==> config.mk <==
export PLATFORM = sky130hd
export DESIGN_NAME = program_run_monitor
export DESIGN_NICKNAME = d
export VERILOG_FILES = /design/src/rtl/prm_pkg.sv /design/src/rtl/prm_watchdog.sv /design/src/rtl/program_run_monitor.sv
export SDC_FILE = /design/constraint.sdc
export NUM_CORES = 1
export LEC_CHECK = 0
export ABC_AREA = 1
export BUFFER_PORTS_ARGS = -buffer_cell sky130_fd_sc_hd__buf_4
export CELL_PAD_IN_SITES_DETAIL_PLACEMENT = 1
export CELL_PAD_IN_SITES_GLOBAL_PLACEMENT = 1
export CORE_MARGIN = 3
export CORE_UTILIZATION = 39
export DETAILED_ROUTE_END_ITERATION = 8
export GPL_TIMING_DRIVEN = 0
export PLACE_DENSITY_LB_ADDON = 0.1
export SLEW_MARGIN = 20
export SYNTH_ARGS = -nofsm -noshare
export SYNTH_HDL_FRONTEND = slang
export SYNTH_SLANG_ARGS = --single-unit
export TNS_END_PERCENT = 50
==> constraint.sdc <==
create_clock -name clk -period 3.1 [get_ports clk]
set_clock_uncertainty 0.1 [all_clocks]
set_input_delay 0.155 -clock clk [delete_from_list [all_inputs] [get_ports clk]]
set_output_delay 0.155 -clock clk [all_outputs]
set_load 0.01 [all_outputs]
==> src/rtl/prm_pkg.sv <==
// Shared types for the program run monitor.
//   verdict_e : latched result code reported on the verdict port
//   state_e   : supervisor FSM states
//   classify  : maps the mailbox state at halt time onto a verdict
package prm_pkg;

    typedef enum logic [2:0] {
        V_NONE    = 3'd0,
        V_PASS    = 3'd1,
        V_FAIL    = 3'd2,
        V_UNKNOWN = 3'd3,
        V_TIMEOUT = 3'd4,
        V_STALL   = 3'd5
    } verdict_e;

    typedef enum logic [1:0] {
        S_IDLE = 2'd0,
        S_RUN  = 2'd1,
        S_DONE = 2'd2
    } state_e;

    // Pass wins if both codes happen to be configured identically.
    function automatic verdict_e classify(logic valid, logic is_pass, logic is_fail);
        if (valid && is_pass) return V_PASS;
        if (valid && is_fail) return V_FAIL;
        return V_UNKNOWN;
    endfunction

endpackage

==> src/rtl/prm_watchdog.sv <==
// Generic "value unchanged for LIMIT cycles" detector.
//   clk, rst_n : clock, asynchronous active-low reset
//   clear      : forget history and zero the counter
//   enable     : sample value this cycle
//   value      : observed value
//   tripped    : combinational; this enabled cycle brings the count to LIMIT
// LIMIT = 0 disables the detector.
module prm_watchdog #(
    parameter int unsigned VALUE_W = 32,
    parameter int unsigned LIMIT   = 1024
) (
    input  logic               clk,
    input  logic               rst_n,
    input  logic               clear,
    input  logic               enable,
    input  logic [VALUE_W-1:0] value,
    output logic               tripped
);

    localparam int unsigned CW = (LIMIT < 2) ? 1 : $clog2(LIMIT + 1);
    localparam logic [CW-1:0] LIMIT_C = CW'(LIMIT);

    logic [VALUE_W-1:0] prev_q, prev_d;
    logic               prev_vld_q, prev_vld_d;
    logic [CW-1:0]      cnt_q, cnt_d;

    always_comb begin
        prev_d     = prev_q;
        prev_vld_d = prev_vld_q;
        cnt_d      = cnt_q;
        tripped    = 1'b0;
        if (clear) begin
            // First enabled cycle after a clear has nothing to compare against.
            prev_vld_d = 1'b0;
            cnt_d      = '0;
        end else if (enable) begin
            prev_d     = value;
            prev_vld_d = 1'b1;
            if (prev_vld_q && (value == prev_q)) begin
                if (cnt_q != LIMIT_C) cnt_d = cnt_q + CW'(1);
            end else begin
                cnt_d = '0;
            end
            tripped = (LIMIT != 0) && (cnt_d == LIMIT_C);
        end
    end

    always_ff @(posedge clk or negedge rst_n) begin
        if (!rst_n) begin
            prev_q     <= '0;
            prev_vld_q <= 1'b0;
            cnt_q      <= '0;
        end else begin
            prev_q     <= prev_d;
            prev_vld_q <= prev_vld_d;
            cnt_q      <= cnt_d;
        end
    end

endmodule

==> src/rtl/program_run_monitor.sv <==
// Run supervisor snooping a CPU's halt flag, PC and data-memory write bus.
//   clk, rst_n            : clock, asynchronous active-low reset
//   start, abort          : begin a fresh run / return to idle (abort wins)
//   system_halted, pc_in  : CPU halt flag and program counter
//   mem_wr_en/addr/data   : data-memory write bus, watched for the status mailbox
//   running, done         : FSM in RUN / DONE
//   verdict               : latched result (prm_pkg::verdict_e)
//   status_valid/code     : mailbox written this run / last value written
//   cycle_count           : RUN cycles elapsed, saturating at MAX_CYCLES
//   progress_pulse/pc     : strobe every PROGRESS_INTERVAL cycles, PC captured then
module program_run_monitor
    import prm_pkg::*;
#(
    parameter int unsigned       ADDR_W            = 32,
    parameter int unsigned       DATA_W            = 32,
    parameter int unsigned       CNT_W             = 32,
    parameter int unsigned       MAX_CYCLES        = 50000,
    parameter logic [ADDR_W-1:0] STATUS_ADDR       = ADDR_W'(32'h0000_2000),
    parameter logic [DATA_W-1:0] PASS_CODE         = DATA_W'(1),
    parameter logic [DATA_W-1:0] FAIL_CODE         = DATA_W'(0),
    parameter int unsigned       PROGRESS_INTERVAL = 100,
    parameter int unsigned       STALL_LIMIT       = 1024
) (
    input  logic              clk,
    input  logic              rst_n,
    input  logic              start,
    input  logic              abort,
    input  logic              system_halted,
    input  logic [ADDR_W-1:0] pc_in,
    input  logic              mem_wr_en,
    input  logic [ADDR_W-1:0] mem_wr_addr,
    input  logic [DATA_W-1:0] mem_wr_data,
    output logic              running,
    output logic              done,
    output logic [2:0]        verdict,
    output logic              status_valid,
    output logic [DATA_W-1:0] status_code,
    output logic [CNT_W-1:0]  cycle_count,
    output logic              progress_pulse,
    output logic [ADDR_W-1:0] progress_pc
);

    localparam int unsigned PW = (PROGRESS_INTERVAL < 2) ? 1 : $clog2(PROGRESS_INTERVAL);
    localparam logic [PW-1:0]    PROG_LAST = PW'(PROGRESS_INTERVAL - 1);
    localparam logic [CNT_W-1:0] MAX_C     = CNT_W'(MAX_CYCLES);

    state_e            state_q, state_d;
    verdict_e          verdict_q, verdict_d;
    logic [CNT_W-1:0]  cyc_q, cyc_d;
    logic              sv_q, sv_d;
    logic [DATA_W-1:0] code_q, code_d;
    logic [ADDR_W-1:0] ppc_q, ppc_d;
    // Separate modulo counter avoids a divider on cycle_count.
    logic [PW-1:0]     prog_q, prog_d;

    logic              in_run, begin_run, stall_trip;
    logic              wr_hit, sv_now, pulse;
    logic [DATA_W-1:0] code_now;
    logic [CNT_W-1:0]  cyc_inc;

    assign in_run    = (state_q == S_RUN) && !abort;
    assign begin_run = start && !abort && (state_q != S_RUN);

    prm_watchdog #(
        .VALUE_W (ADDR_W),
        .LIMIT   (STALL_LIMIT)
    ) u_stall (
        .clk     (clk),
        .rst_n   (rst_n),
        .clear   (begin_run),
        .enable  (in_run),
        .value   (pc_in),
        .tripped (stall_trip)
    );

    always_comb begin
        state_d   = state_q;
        verdict_d = verdict_q;
        cyc_d     = cyc_q;
        sv_d      = sv_q;
        code_d    = code_q;
        ppc_d     = ppc_q;
        prog_d    = prog_q;
        pulse     = 1'b0;
        wr_hit    = mem_wr_en && (mem_wr_addr == STATUS_ADDR);
        // A mailbox write in the halt cycle must count toward the verdict.
        sv_now    = sv_q | wr_hit;
        code_now  = wr_hit ? mem_wr_data : code_q;
        cyc_inc   = cyc_q + CNT_W'(1);

        if (abort) begin
            state_d   = S_IDLE;
            verdict_d = V_NONE;
        end else begin
            case (state_q)
                S_IDLE, S_DONE: begin
                    if (start) begin
                        state_d   = S_RUN;
                        verdict_d = V_NONE;
                        cyc_d     = '0;
                        sv_d      = 1'b0;
                        code_d    = '0;
                        prog_d    = '0;
                    end
                end
                S_RUN: begin
                    cyc_d  = cyc_inc;
                    sv_d   = sv_now;
                    code_d = code_now;
                    if ((PROGRESS_INTERVAL != 0) && (prog_q == PROG_LAST)) begin
                        pulse  = 1'b1;
                        prog_d = '0;
                        ppc_d  = pc_in;
                    end else begin
                        prog_d = prog_q + PW'(1);
                    end
                    // Priority: halt > timeout > stall.
                    if (system_halted) begin
                        state_d   = S_DONE;
                        verdict_d = classify(sv_now, code_now == PASS_CODE,
                                             code_now == FAIL_CODE);
                    end else if (cyc_inc == MAX_C) begin
                        state_d   = S_DONE;
                        verdict_d = V_TIMEOUT;
                    end else if (stall_trip) begin
                        state_d   = S_DONE;
                        verdict_d = V_STALL;
                    end
                end
                default: state_d = S_IDLE;
            endcase
        end
    end

    always_ff @(posedge clk or negedge rst_n) begin
        if (!rst_n) begin
            state_q   <= S_IDLE;
            verdict_q <= V_NONE;
            cyc_q     <= '0;
            sv_q      <= 1'b0;
            code_q    <= '0;
            ppc_q     <= '0;
            prog_q    <= '0;
        end else begin
            state_q   <= state_d;
            verdict_q <= verdict_d;
            cyc_q     <= cyc_d;
            sv_q      <= sv_d;
            code_q    <= code_d;
            ppc_q     <= ppc_d;
            prog_q    <= prog_d;
        end
    end

    assign running        = (state_q == S_RUN);
    assign done           = (state_q == S_DONE);
    assign verdict        = verdict_q;
    assign status_valid   = sv_q;
    assign status_code    = code_q;
    assign cycle_count    = cyc_q;
    assign progress_pulse = pulse;
    assign progress_pc    = ppc_q;

endmodule

==> impl_metrics.ini <==
[final_layout]
syn_to_final_growth_pct = 35.06
nets = 1599
stdcell_area_sq_um = 11710
multiInputGateArea_sq_um = 3988
regArea_sq_um = 3829
layout-drive-gt1-share_pct = 18.66
fill_cells = 2741

[flow_run]
drv_cap = 0

[power_and_ir_drop]
p_per_area_nw_per_um2 = 441.9
ir_worst_vdd_mv = 0.3647
p_leak_nw = 5.997

[placed_design]
place.gp.congestion = 0.8411
dpl_cell_area_sq_um = 10580
hpwl_um = 22160
io_buffers = 204

[global_route]
grt_usage_pct = 25.80
grt_max_degree = 89
antenna_found_initial = 1
first_global_vias = 9779
overflow = 0
grt_pass1_wl_um = 50100

[logic_synthesis]
synth_edf_count = 0
syn_inst = 1216
yosysMostFrequentCell = nand2_1
ys_types = 34
yosysWarnings = 0
synth_seq_cells = 153
synthTopCellsByArea = dfrtp_1, nand2_1, inv_1
syn-num-nets = 1322
yosysTopAreaCell = dfrtp_1
yosysTopAreaCellShare_pct = 44.15
syn_area_sq_um = 8672
synth_commonest_cells = nand2_1, inv_1, dfrtp_1
async_flop_share_pct = 100.0
syn_area_per_cell_sq_um = 7.132
synth_top_flop_cell = dfrtp_1
yosysSeqAreaShare_pct = 44.15

[critical_path]
r2r.worst_path.cells = 10
path_class = reg -> reg
arrival_ps = 2930
required_ps = 3280
end_kind = register
path_max_fanout = 10
start_kind = register

[sta]
rsz0062_at_grt = false
final.period_utilization_pct = 88.84
maxSlewHeadroom_pct = 50.14
finalHoldViolations = 0
fmax_mhz = 363.1
min_period_ps = 2754
worst_slew_pin_slew_ps = 747.9
slew_viol_final = 0
setup_violations = 0
setup_tns_ps = 0

[hold_path]
hp-class = in -> reg
holdPathStages = 4

[cts]
clk_path_buf_depth = 2
cts_num_sinks = 153
cts_root_buf = clkbuf_16
cts_made_buffers = 17
cts_tree = yes
h-tree-depth = 4
insertion_delay_ps = 430
cts.clk_slew.worst_paths_ps = 70

[drt]
drc = 0
drtIter0Drc = 447
via_per_inst = 5.079
vias = 9051
wl_per_cell_um = 17.17
ant_nets = 0
dr.pass1.iters = 5
drt_wl_total_um = 30610

[floorplan]
start_util_pct = 40.49
die_area_sq_um = 24060
boundaryPins = 205
die_width_um = 155.1
die_h_um = 155.1
rows = 53
core_area_sq_um = 21420

[outcome]
outcome = complete, no violations
==> flip-flops by register name (all words and copies together), names as in the netlist <==
name	cells
u_stall.prev_q	32
prog_q	7
u_stall.cnt_q	11
cycle_count	32
status_valid	1
status_code	32
verdict	3
state_q	2
progress_pc	32
u_stall.prev_vld_q	1
==> cell type report <==
| class | count | area share [%] |
|---|---|---|
| multi-input combinational | 838 | 34.05 |
| sequential | 153 | 32.69 |
| timing repair buffer | 258 | 17.90 |
| inverter | 187 | 5.993 |
| clock buffer | 20 | 3.899 |
| tap | 275 | 2.938 |
| buffer | 38 | 1.314 |
| clock inverter | 12 | 1.196 |
| antenna | 1 | 0.02137 |
==> kinds of logic after synthesis <==
group,share of synthesized area (%)
xor+xnor,2.525
simple gates,31.50
buf+inv,9.869
fa+ha+maj,0.5771
flops,44.15
compound gates,11.38
==> placed cells by master (no fill, tap or decap), drive strengths merged, types with 6 or more instances in the layout <==
master	synthesis	final
nand2	395	395
buf	17	222
inv	186	190
dfrtp	153	153
nor2	134	134
o21ai	103	103
nand3	59	59
dlygate4sd3	0	53
o22ai	50	50
clkbuf	21	41
nand3b	20	20
xor2	18	18
nand4	15	15
nor3	9	9
a21oi	8	8
xnor2	7	7
o32ai	6	6
==> routing by layer <==
metal | GRT usage, % | share of wire, % | up-vias
met4 | 8.957 | 2.5 | 0
met1 | 31.64 | 43 | 4407
met3 | 4.423 | 4.2 | 49
li1 | - | - | 4390
met2 | 45.79 | 51 | 205
met5 | 0 | 0 | -
==> path summary, 6_finish.rpt <==
check / from / to / slack [ps]
max: state_q[1]$_DFFE_PN0P_ / progress_pc[27]$_DFFE_PN0P_ / 350
min: mem_wr_data[5] / status_code[5]$_DFFE_PN0P_ / 20
max reg2reg: state_q[1]$_DFFE_PN0P_ / progress_pc[27]$_DFFE_PN0P_ / 350
min reg2reg: verdict[1]$_DFFE_PN0P_ / verdict[1]$_DFFE_PN0P_ / 380
max in group asynchronous: rst_n / progress_pc[1]$_DFFE_PN0P_ / 1860
min in group asynchronous: rst_n / status_code[19]$_DFFE_PN0P_ / 210
==> through the flow <==
stage	utilization [%]	hold WS (ps)	setup slack, ps	std cells	power [mW]
after global placement	49.24	278.7	413.3	1695	2.944
after CTS	54.67	2.170	294.2	1781	5.216
after floorplan	-	-240.6	871.6	1216	2.619
after detailed placement	49.41	118.3	337.7	1696	2.980
after global routing	54.68	32.52	77.87	1782	5.416
final	54.68	18.77	345.9	1782	5.176
==> report_power, final <==
| part | total [mW] | internal, mW | switching, mW | leakage (nW) |
|---|---|---|---|---|
| combinational | 0.768 | 0.328 | 0.439 | 3.67 |
| clock | 2.17 | 1.24 | 0.928 | 0.284 |
| sequential | 2.24 | 2.14 | 0.0925 | 2.05 |
| total | 5.18 | 3.72 | 1.46 | 6.00 |
==> what timing repair did <==
action,4_1_cts,5_1_grt
hold buffers,53,0
buffers inserted,0,0
hold endpoints to repair,172,0
gates resized for setup,0,0
==> worst max-delay path, stage by stage, from the launching register on <==
cell,delay [ps]
dfrtp_1,410
inv_1,80
nand2_1,180
nor2_1,520
inv_2,180
nor2_2,470
inv_2,80
buf_2,210
buf_2,220
nand2_1,80
o21ai_0,90
(Power assumes the default switching activity.)
